`config.mk`:
```
export PLATFORM = sky130hd
export DESIGN_NAME = dct_da_mac_z1_flat
export DESIGN_NICKNAME = d
export VERILOG_FILES = /design/src/rtl/dct_da_mac_z1_if.sv /design/src/rtl/dct_da_mac_z1.sv /design/src/flat_wrapper.sv
export SDC_FILE = /design/constraint.sdc
export NUM_CORES = 1
export LEC_CHECK = 0
export BUFFER_PORTS_ARGS = -buffer_cell sky130_fd_sc_hd__buf_2
export CAP_MARGIN = 20
export CORE_ASPECT_RATIO = 0.7
export CORE_MARGIN = 2
export CORE_UTILIZATION = 25
export CTS_BUF_LIST = sky130_fd_sc_hd__clkbuf_4
export DETAILED_ROUTE_END_ITERATION = 12
export GPL_ROUTABILITY_DRIVEN = 0
export PLACE_DENSITY = 0.38
export SLEW_MARGIN = 20
export SYNTH_ARGS = -nofsm -noshare
export SYNTH_HDL_FRONTEND = slang
export SYNTH_SLANG_ARGS = --single-unit
```
`constraint.sdc`:
```
create_clock -name clk -period 6.11 [get_ports clk]
set_input_delay 0.3055 -clock clk [delete_from_list [all_inputs] [get_ports clk]]
set_output_delay 0.3055 -clock clk [all_outputs]
set_load 0.03 [all_outputs]
```
`src/rtl/dct_da_mac_z1_if.sv`:
```
// Bundle for the Z1 DA engine: sample input stream, coefficient ROM port and result stream.
interface dct_da_mac_z1_if #(
    parameter int W     = 16,
    parameter int ACC_W = W + 17
);
    logic                    in_valid;
    logic                    in_ready;
    logic signed [W-1:0]     u0;
    logic signed [W-1:0]     u1;
    logic signed [W-1:0]     u2;
    logic signed [W-1:0]     u3;
    logic                    rom_cs;
    logic [2:0]              rom_addr;
    logic [16:0]             rom_data;
    logic                    out_valid;
    logic                    out_ready;
    logic signed [ACC_W-1:0] z;

    modport slave (
        input  in_valid, u0, u1, u2, u3, rom_data, out_ready,
        output in_ready, rom_cs, rom_addr, out_valid, z
    );

    modport master (
        output in_valid, u0, u1, u2, u3, rom_data, out_ready,
        input  in_ready, rom_cs, rom_addr, out_valid, z
    );
endinterface

```
`src/rtl/dct_da_mac_z1.sv`:
```
// Bit-serial distributed-arithmetic MAC for DCT output Z1 = c7*u0 + c5*u1 + c3*u2 + c1*u3,
// walking input bit-planes MSB first against a half-symmetric 8-entry coefficient ROM.
//
// state | meaning
// IDLE  | waiting for a sample, in_ready high
// ACC   | W cycles, one bit-plane per cycle through the ROM
// OFS   | one cycle, subtract the R0 offset entry and load z
// DONE  | z presented with out_valid until out_ready
module dct_da_mac_z1 #(
    parameter int W     = 16,
    parameter int ACC_W = W + 17
) (
    input  logic            clk,
    input  logic            rst,
    dct_da_mac_z1_if.slave  bus
);
    localparam int CW = $clog2(W);

    localparam logic [1:0] S_IDLE = 2'd0;
    localparam logic [1:0] S_ACC  = 2'd1;
    localparam logic [1:0] S_OFS  = 2'd2;
    localparam logic [1:0] S_DONE = 2'd3;

    logic [1:0]              state;
    logic [W-1:0]            sh0, sh1, sh2, sh3;
    logic [CW-1:0]           cnt;
    logic signed [ACC_W-1:0] acc;
    logic signed [ACC_W-1:0] z_q;
    logic signed [ACC_W-1:0] rom_ext;
    logic signed [ACC_W-1:0] r_term;
    logic [3:0]              nib;
    logic [2:0]              addr;
    logic                    rom_unused;

    assign nib = {sh0[W-1], sh1[W-1], sh2[W-1], sh3[W-1]};

    // Only half the table is stored; the u0 bit selects the mirrored entry and negates it.
    assign addr    = nib[3] ? ~nib[2:0] : nib[2:0];
    assign rom_ext = {{(ACC_W-16){bus.rom_data[15]}}, bus.rom_data[15:0]};
    assign r_term  = nib[3] ? -rom_ext : rom_ext;

    assign rom_unused = bus.rom_data[16];

    assign bus.rom_cs    = (state == S_ACC) || (state == S_OFS);
    assign bus.rom_addr  = (state == S_ACC) ? addr : 3'b000;
    assign bus.in_ready  = (state == S_IDLE) && !rst;
    assign bus.out_valid = (state == S_DONE);
    assign bus.z         = z_q;

    always_ff @(posedge clk) begin
        if (rst) begin
            state <= S_IDLE;
            sh0   <= '0;
            sh1   <= '0;
            sh2   <= '0;
            sh3   <= '0;
            cnt   <= '0;
            acc   <= '0;
            z_q   <= '0;
        end else begin
            case (state)
                S_IDLE: begin
                    if (bus.in_valid) begin
                        sh0   <= bus.u0;
                        sh1   <= bus.u1;
                        sh2   <= bus.u2;
                        sh3   <= bus.u3;
                        cnt   <= CW'(W - 1);
                        state <= S_ACC;
                    end
                end
                S_ACC: begin
                    // The sign-bit plane enters positively; every lower plane is subtracted.
                    if (cnt == CW'(W - 1)) begin
                        acc <= r_term;
                    end else begin
                        acc <= (acc <<< 1) - r_term;
                    end
                    sh0 <= sh0 << 1;
                    sh1 <= sh1 << 1;
                    sh2 <= sh2 << 1;
                    sh3 <= sh3 << 1;
                    cnt <= cnt - 1'b1;
                    if (cnt == '0) begin
                        state <= S_OFS;
                    end
                end
                S_OFS: begin
                    z_q   <= acc - rom_ext;
                    state <= S_DONE;
                end
                S_DONE: begin
                    if (bus.out_ready) begin
                        state <= S_IDLE;
                    end
                end
                default: state <= S_IDLE;
            endcase
        end
    end
endmodule

```
`src/flat_wrapper.sv`:
```
// flat-port wrapper written by rule: the top's interface ports become plain ports
module dct_da_mac_z1_flat 
#(
    parameter int W     = 16,
    parameter int ACC_W = W + 17
)
  (clk, rst, bus_in_valid, bus_u0, bus_u1, bus_u2, bus_u3, bus_rom_data, bus_out_ready, bus_in_ready, bus_rom_cs, bus_rom_addr, bus_out_valid, bus_z);
  dct_da_mac_z1_if #(.W(W), .ACC_W(ACC_W)) bus_i ();
  input  logic clk;
  input  logic rst;
  input wire logic [$bits(bus_i.in_valid)-1:0] bus_in_valid;
  input wire logic [$bits(bus_i.u0)-1:0] bus_u0;
  input wire logic [$bits(bus_i.u1)-1:0] bus_u1;
  input wire logic [$bits(bus_i.u2)-1:0] bus_u2;
  input wire logic [$bits(bus_i.u3)-1:0] bus_u3;
  input wire logic [$bits(bus_i.rom_data)-1:0] bus_rom_data;
  input wire logic [$bits(bus_i.out_ready)-1:0] bus_out_ready;
  output wire logic [$bits(bus_i.in_ready)-1:0] bus_in_ready;
  output wire logic [$bits(bus_i.rom_cs)-1:0] bus_rom_cs;
  output wire logic [$bits(bus_i.rom_addr)-1:0] bus_rom_addr;
  output wire logic [$bits(bus_i.out_valid)-1:0] bus_out_valid;
  output wire logic [$bits(bus_i.z)-1:0] bus_z;
  assign bus_i.in_valid = bus_in_valid;
  assign bus_i.u0 = bus_u0;
  assign bus_i.u1 = bus_u1;
  assign bus_i.u2 = bus_u2;
  assign bus_i.u3 = bus_u3;
  assign bus_i.rom_data = bus_rom_data;
  assign bus_i.out_ready = bus_out_ready;
  assign bus_in_ready = bus_i.in_ready;
  assign bus_rom_cs = bus_i.rom_cs;
  assign bus_rom_addr = bus_i.rom_addr;
  assign bus_out_valid = bus_i.out_valid;
  assign bus_z = bus_i.z;
  dct_da_mac_z1 #(.W(W), .ACC_W(ACC_W)) u_core (.clk(clk), .rst(rst), .bus(bus_i));
endmodule
```
* After elaboration in Yosys (flattened, before gate mapping) *
Cells that the tools add are included.

cells by class
  add/sub/neg operators = 4
  equality and inequality tests = 7
  muxes and demuxes = 18
  bitwise logic cells = 1
  reductions and logical operators = 8

operators by type and width
  cell                 count
  $pmux 16 s2          4
  $mux 33              2
  $mux 16              4
  $neg 16->33          1
  $sub 33x16->33       1
  $sub 33x33->33       1
  $pmux 2 s4           1
  $pmux 4 s2           1
  $mux 2               3
  $mux 3               2
  $ne 2x2->1 const B   3
  $eq 2x2->1 const B   2
  $eq 4x4->1 const B   1
  $logic_not 4->1      1
  $mux 4               1
  $sub 4x1->4 const B  1
  $not 3->3            1
  $reduce_and 3->1     1
  $eq 2x1->1 const B   1
  $logic_not 2->1      1
  $reduce_and 2->1     1
  $reduce_bool 2->1    1
  $logic_and 1x1->1    1
  $logic_not 1->1      1
  $logic_or 1x1->1     1

storage, ports and cells
  register bits = 136
  input bits = 85
  output and inout bits = 39
  logic and storage cells = 46

* Logic depth before layout (Yosys ltp) *
  depth after elaboration = 4
  mapped depth = 19

* Least setup slack after synthesis *
No wires, ideal clock.

  path kind = reg-to-reg
  start point = reg u_core.sh0[15]
  end point = reg u_core.acc[25]
  setup time = 0.091 ns
  arrival time = 4.181 ns
  data required time = 6.019 ns
  path slack = 1.838 ns
  stages on the path, launching flop included = 18
  buffers on the path = 3
  cell sequence = dfxtp_1 clkbuf_1 buf_2 buf_1 nand2_1 xnor2_1 ha_1 a21o_1 o32ai_1 a31oi_1 maj3_1 a311o_1 a221o_2 a32o_2 a31oi_1 xnor2_1 nand2_1 a311oi_1

between the ends
  word-level cells in the longest chain between the ends = 3

ends and longest elaborated chain
  element                   RTL line             source
  start: declaration        dct_da_mac_z1.sv:25  logic [W-1:0] sh0, sh1, sh2, sh3;
  start signal: assignment  dct_da_mac_z1.sv:64  sh0 <= bus.u0;
  start signal: assignment  dct_da_mac_z1.sv:79  sh0 <= sh0 << 1;
  $mux 33 (*)               dct_da_mac_z1.sv:40  assign r_term = nib[3] ? -rom_ext : rom_ext;
  $sub 33x33->33            dct_da_mac_z1.sv:77  acc <= (acc <<< 1) - r_term;
  $mux 33 (*)               dct_da_mac_z1.sv:74  if (cnt == CW'(W - 1)) begin
  end signal: assignment    dct_da_mac_z1.sv:75  acc <= r_term;
  end signal: assignment    dct_da_mac_z1.sv:77
  end: declaration          dct_da_mac_z1.sv:27  logic signed [ACC_W-1:0] acc;

Every way passes the cells marked *; elsewhere a longest branch is shown, timed or not.
A chain may end at the register's enable or synchronous reset.

* Final worst setup path *
  start point = in bus_rom_data[0]
  end point = reg u_core.acc[29]

between the ends
  word-level cells in the longest chain between the ends = 4

ends and longest elaborated chain
  element             RTL line             source
  start: declaration  flat_wrapper.sv:16   input wire logic [$bits(bus_i.rom_data)-1:0] bus_rom_data;
  $neg 16->33         dct_da_mac_z1.sv:40
  $mux 33 (*)         dct_da_mac_z1.sv:40
  $sub 33x33->33      dct_da_mac_z1.sv:77
  $mux 33 (*)         dct_da_mac_z1.sv:74

Marks and branches as above.

==> impl_metrics.tcl <==
set metrics [dict create \
    path_cells "dlygate4sd3_1 -> buf_2 -> inv_1 -> ha_1 -> nor2b_1 -> nand2_1 -> or4_1 -> ha_1 -> nand2_1 -> o21ai_0 -> and2_1 -> nor4_1 -> and3_1 -> a22oi_1 -> nor2_1 -> o21ai_0 -> a31oi_1 -> mux2_2 -> a311oi_1" \
    grt_max_degree 65 \
    initial_utilization_pct 25.41 \
    skew_ns 0.04290 \
    yosysSeqAreaShare_pct 26.89 \
    period_share_pct 85.88 \
    critPathRequiredTime_ns 6.62 \
    synth_flop_cell "dfxtp_1" \
    drv_cap 0 \
    fp.coreArea_um2 39840 \
    io_buffers 122 \
    antenna_found_initial 2 \
    layout_commonest_cell "nor2_1" \
    path_max_fanout 8 \
    critPathKind "in2reg" \
    numCtsBuffers 17 \
    dieArea_um2 42140 \
    cp-start-kind "input pin" \
    avgSynthCellArea_um2 8.105 \
    relSlewSlack_pct 34.97 \
    drive_gt1_share_pct 14.96 \
    synth_area_um2 10120 \
    yosys-top-cells-area "dfxtp_1 (27%), mux2i_1 (9.8%), nor2_1 (7.2%), ha_1 (6.9%), a211oi_1 (6.3%)" \
    cts.sink_count 136 \
    fin_nets 1520 \
    syn2layout_area_growth_pct 19.74 \
    rsz0062_at_grt "no" \
    critPathSlowestCell "or4_1" \
    hold_buffers 56 \
    period_needed_ns 5.247 \
    worst-r2r-cell-count 16 \
    post_drt_wl_per_cell_um 16.67 \
    first_global_vias 8728 \
    min_path_type "in2reg" \
    powerDensity_nw_per_um2 532.2 \
    grtUsageTotal_pct 15.02 \
    setup-violations-final 0 \
    worst_pin_slew_ns 0.9744 \
    postCtsSetupRepairBufs 0 \
    cp-endpoint "u_core.acc[29]" \
    die_h_um 172.4 \
    reg2reg_slack_ns 1.40 \
    cts_tree "yes" \
    synth_edf_count 0 \
    chipWidth_um 244.5 \
    grt_first_pass_wirelength_um 49900 \
    drc_errors 0 \
    synth_seq_cells 136 \
    post-synth-top-area-cell "dfxtp_1" \
    syn_nets 1392 \
    cp_top_family "simple AND/OR/NAND/NOR gates" \
    ios 124 \
    cts.htree.levels 4 \
    crit_arrival_ns 5.76 \
    setup_tns_ns 0 \
    worstReg2RegStart "u_core.sh0[15]" \
    cts.path.max_buffers 2 \
    fmax_mhz 190.6 \
    vias 9416 \
    hpwl_um 23060 \
    fin_util_pct 30.43 \
    vias_per_cell 4.884 \
    clk_latency_ns 0.62 \
    cts_resized 0 \
    cp-end-kind "register" \
    ys_warn_count 0 \
    postSynthCellCount 1249 \
    crit_start "bus_rom_data[0]" \
    ir_drop_mv 0.3568 \
    async_reset_ff_share_pct 0 \
    root_buffer "clkbuf_4" \
    r2r-end "u_core.acc[30]" \
    p_leak_uw 0.005001 \
    netlist.area_leader.share_pct 26.89 \
    cp.depth 19 \
    path_buf_inv 3 \
    synth.distinct_cells 84 \
    drt-initial-drc-count 486 \
    grt_overflow 0 \
    holdWs_ns 0.06791 \
    status "finished clean" \
    cts.clk_slew.worst_paths_ns 0.14 \
    report.final.slew_viol_count 0 \
    routed_wl_um 32150 \
    dr.pass1.iters 5 \
    crit_path_max_incr_delay_ns 0.63 \
    final_antenna_net_count 0 \
    final_cell_mix "nor2_1 (192), dfxtp_1 (136), buf_2 (121)" \
    rows 61 \
    hold_violations 0 \
]
-- cell usage after synthesis, types with 13 or more instances --
cell type  count
nor2b_1       15
inv_1         45
a211oi_1      85
a31oi_1       13
o21ai_0       40
ha_1          56
nor2_1       193
xnor2_1       63
nor3_1        28
nand2_1       42
nand2b_1      13
mux2i_1       99
buf_1         16
xor2_1        20
nand3_1       20
dfxtp_1      136
a21o_1        25
a21oi_1       71
clkbuf_1      63
-- how the worst min path moves through the flow --
| stage | startpoint | to | slack, ns | cells past startpoint |
|---|---|---|---|---|
| 2_1_floorplan | bus_rom_data[0] | u_core.acc[0] | 0.45 | 2 |
| 3_3_place_gp | u_core.bus.z[28] | u_core.bus.z[28] | 0.47 | 2 |
| 3_5_place_dp | u_core.bus.z[14] | u_core.bus.z[14] | 0.48 | 2 |
| 4_1_cts | bus_u1[6] | u_core.sh1[6] | 0.0004 | 3 |
| 5_1_grt | bus_u2[3] | u_core.sh2[3] | 0.009 | 3 |
| 6_report | bus_u3[2] | u_core.sh3[2] | 0.07 | 3 |
-- tightest hold or removal path, cell delays in order --
cell      delay [ns]
buf_2           0.10
mux2i_1         0.15
a211oi_1        0.09
-- where the power goes --
part,internal [µW],switching (µW),total [µW],leakage [µW]
logic,1710,2400,4110,0.00371
clock network,332,416,748,0.000167
registers,1230,357,1590,0.00112
-- stage by stage --
stage	setup slack, ns	power [µW]	cell area [µm²]	cells
3_5_place_dp	0.8549	5686	11200	1835
2_1_floorplan	1.838	4747	10120	1249
4_1_cts	0.9476	6515	12090	1923
6_report	0.8627	6452	12120	1928
5_1_grt	0.4844	7056	12120	1927
3_3_place_gp	0.9390	5684	11200	1835
-- flip-flops by register name, indices dropped and copies added (netlist names) --
signal        flops
u_core.sh0       16
u_core.sh2       16
u_core.cnt        4
u_core.sh3       16
u_core.state      2
u_core.bus.z     33
u_core.sh1       16
u_core.acc       33
-- cells by family after synthesis --
| kind of cell | after synthesis | synth area share [%] |
|---|---|---|
| AO/OA/AOI/OAI | 345 | 23.90 |
| AND/OR/NAND/NOR | 382 | 18.12 |
| XOR/XNOR | 86 | 7.786 |
| buffers and inverters | 131 | 4.944 |
| flip-flops | 136 | 26.89 |
| multiplexers | 102 | 10.12 |
| adder cells (fa/ha/maj) | 67 | 8.231 |
-- metal layers --
layer / up-vias / GRT usage (%) / routed length, µm / part of all wire [%]
met5: - / 0 / 0 / 0
met4: 0 / 2.572 / 222 / 0.69
met3: 14 / 3.058 / 1029 / 3.2
met2: 132 / 21.53 / 13140 / 41
met1: 4421 / 22.96 / 17760 / 55
li1: 4849 / - / - / -
-- layout make-up --
cell class / instances / area, µm²
inverter: 47 / 176.4
clock buffer: 18 / 135.1
tap: 535 / 669.4
fill: 4323 / 27720
multi-input combinational: 982 / 6924
sequential: 136 / 2723
antenna: 3 / 7.507
clock inverter: 14 / 195.2
timing repair buffer: 193 / 1291
(Power assumes the default switching activity.)
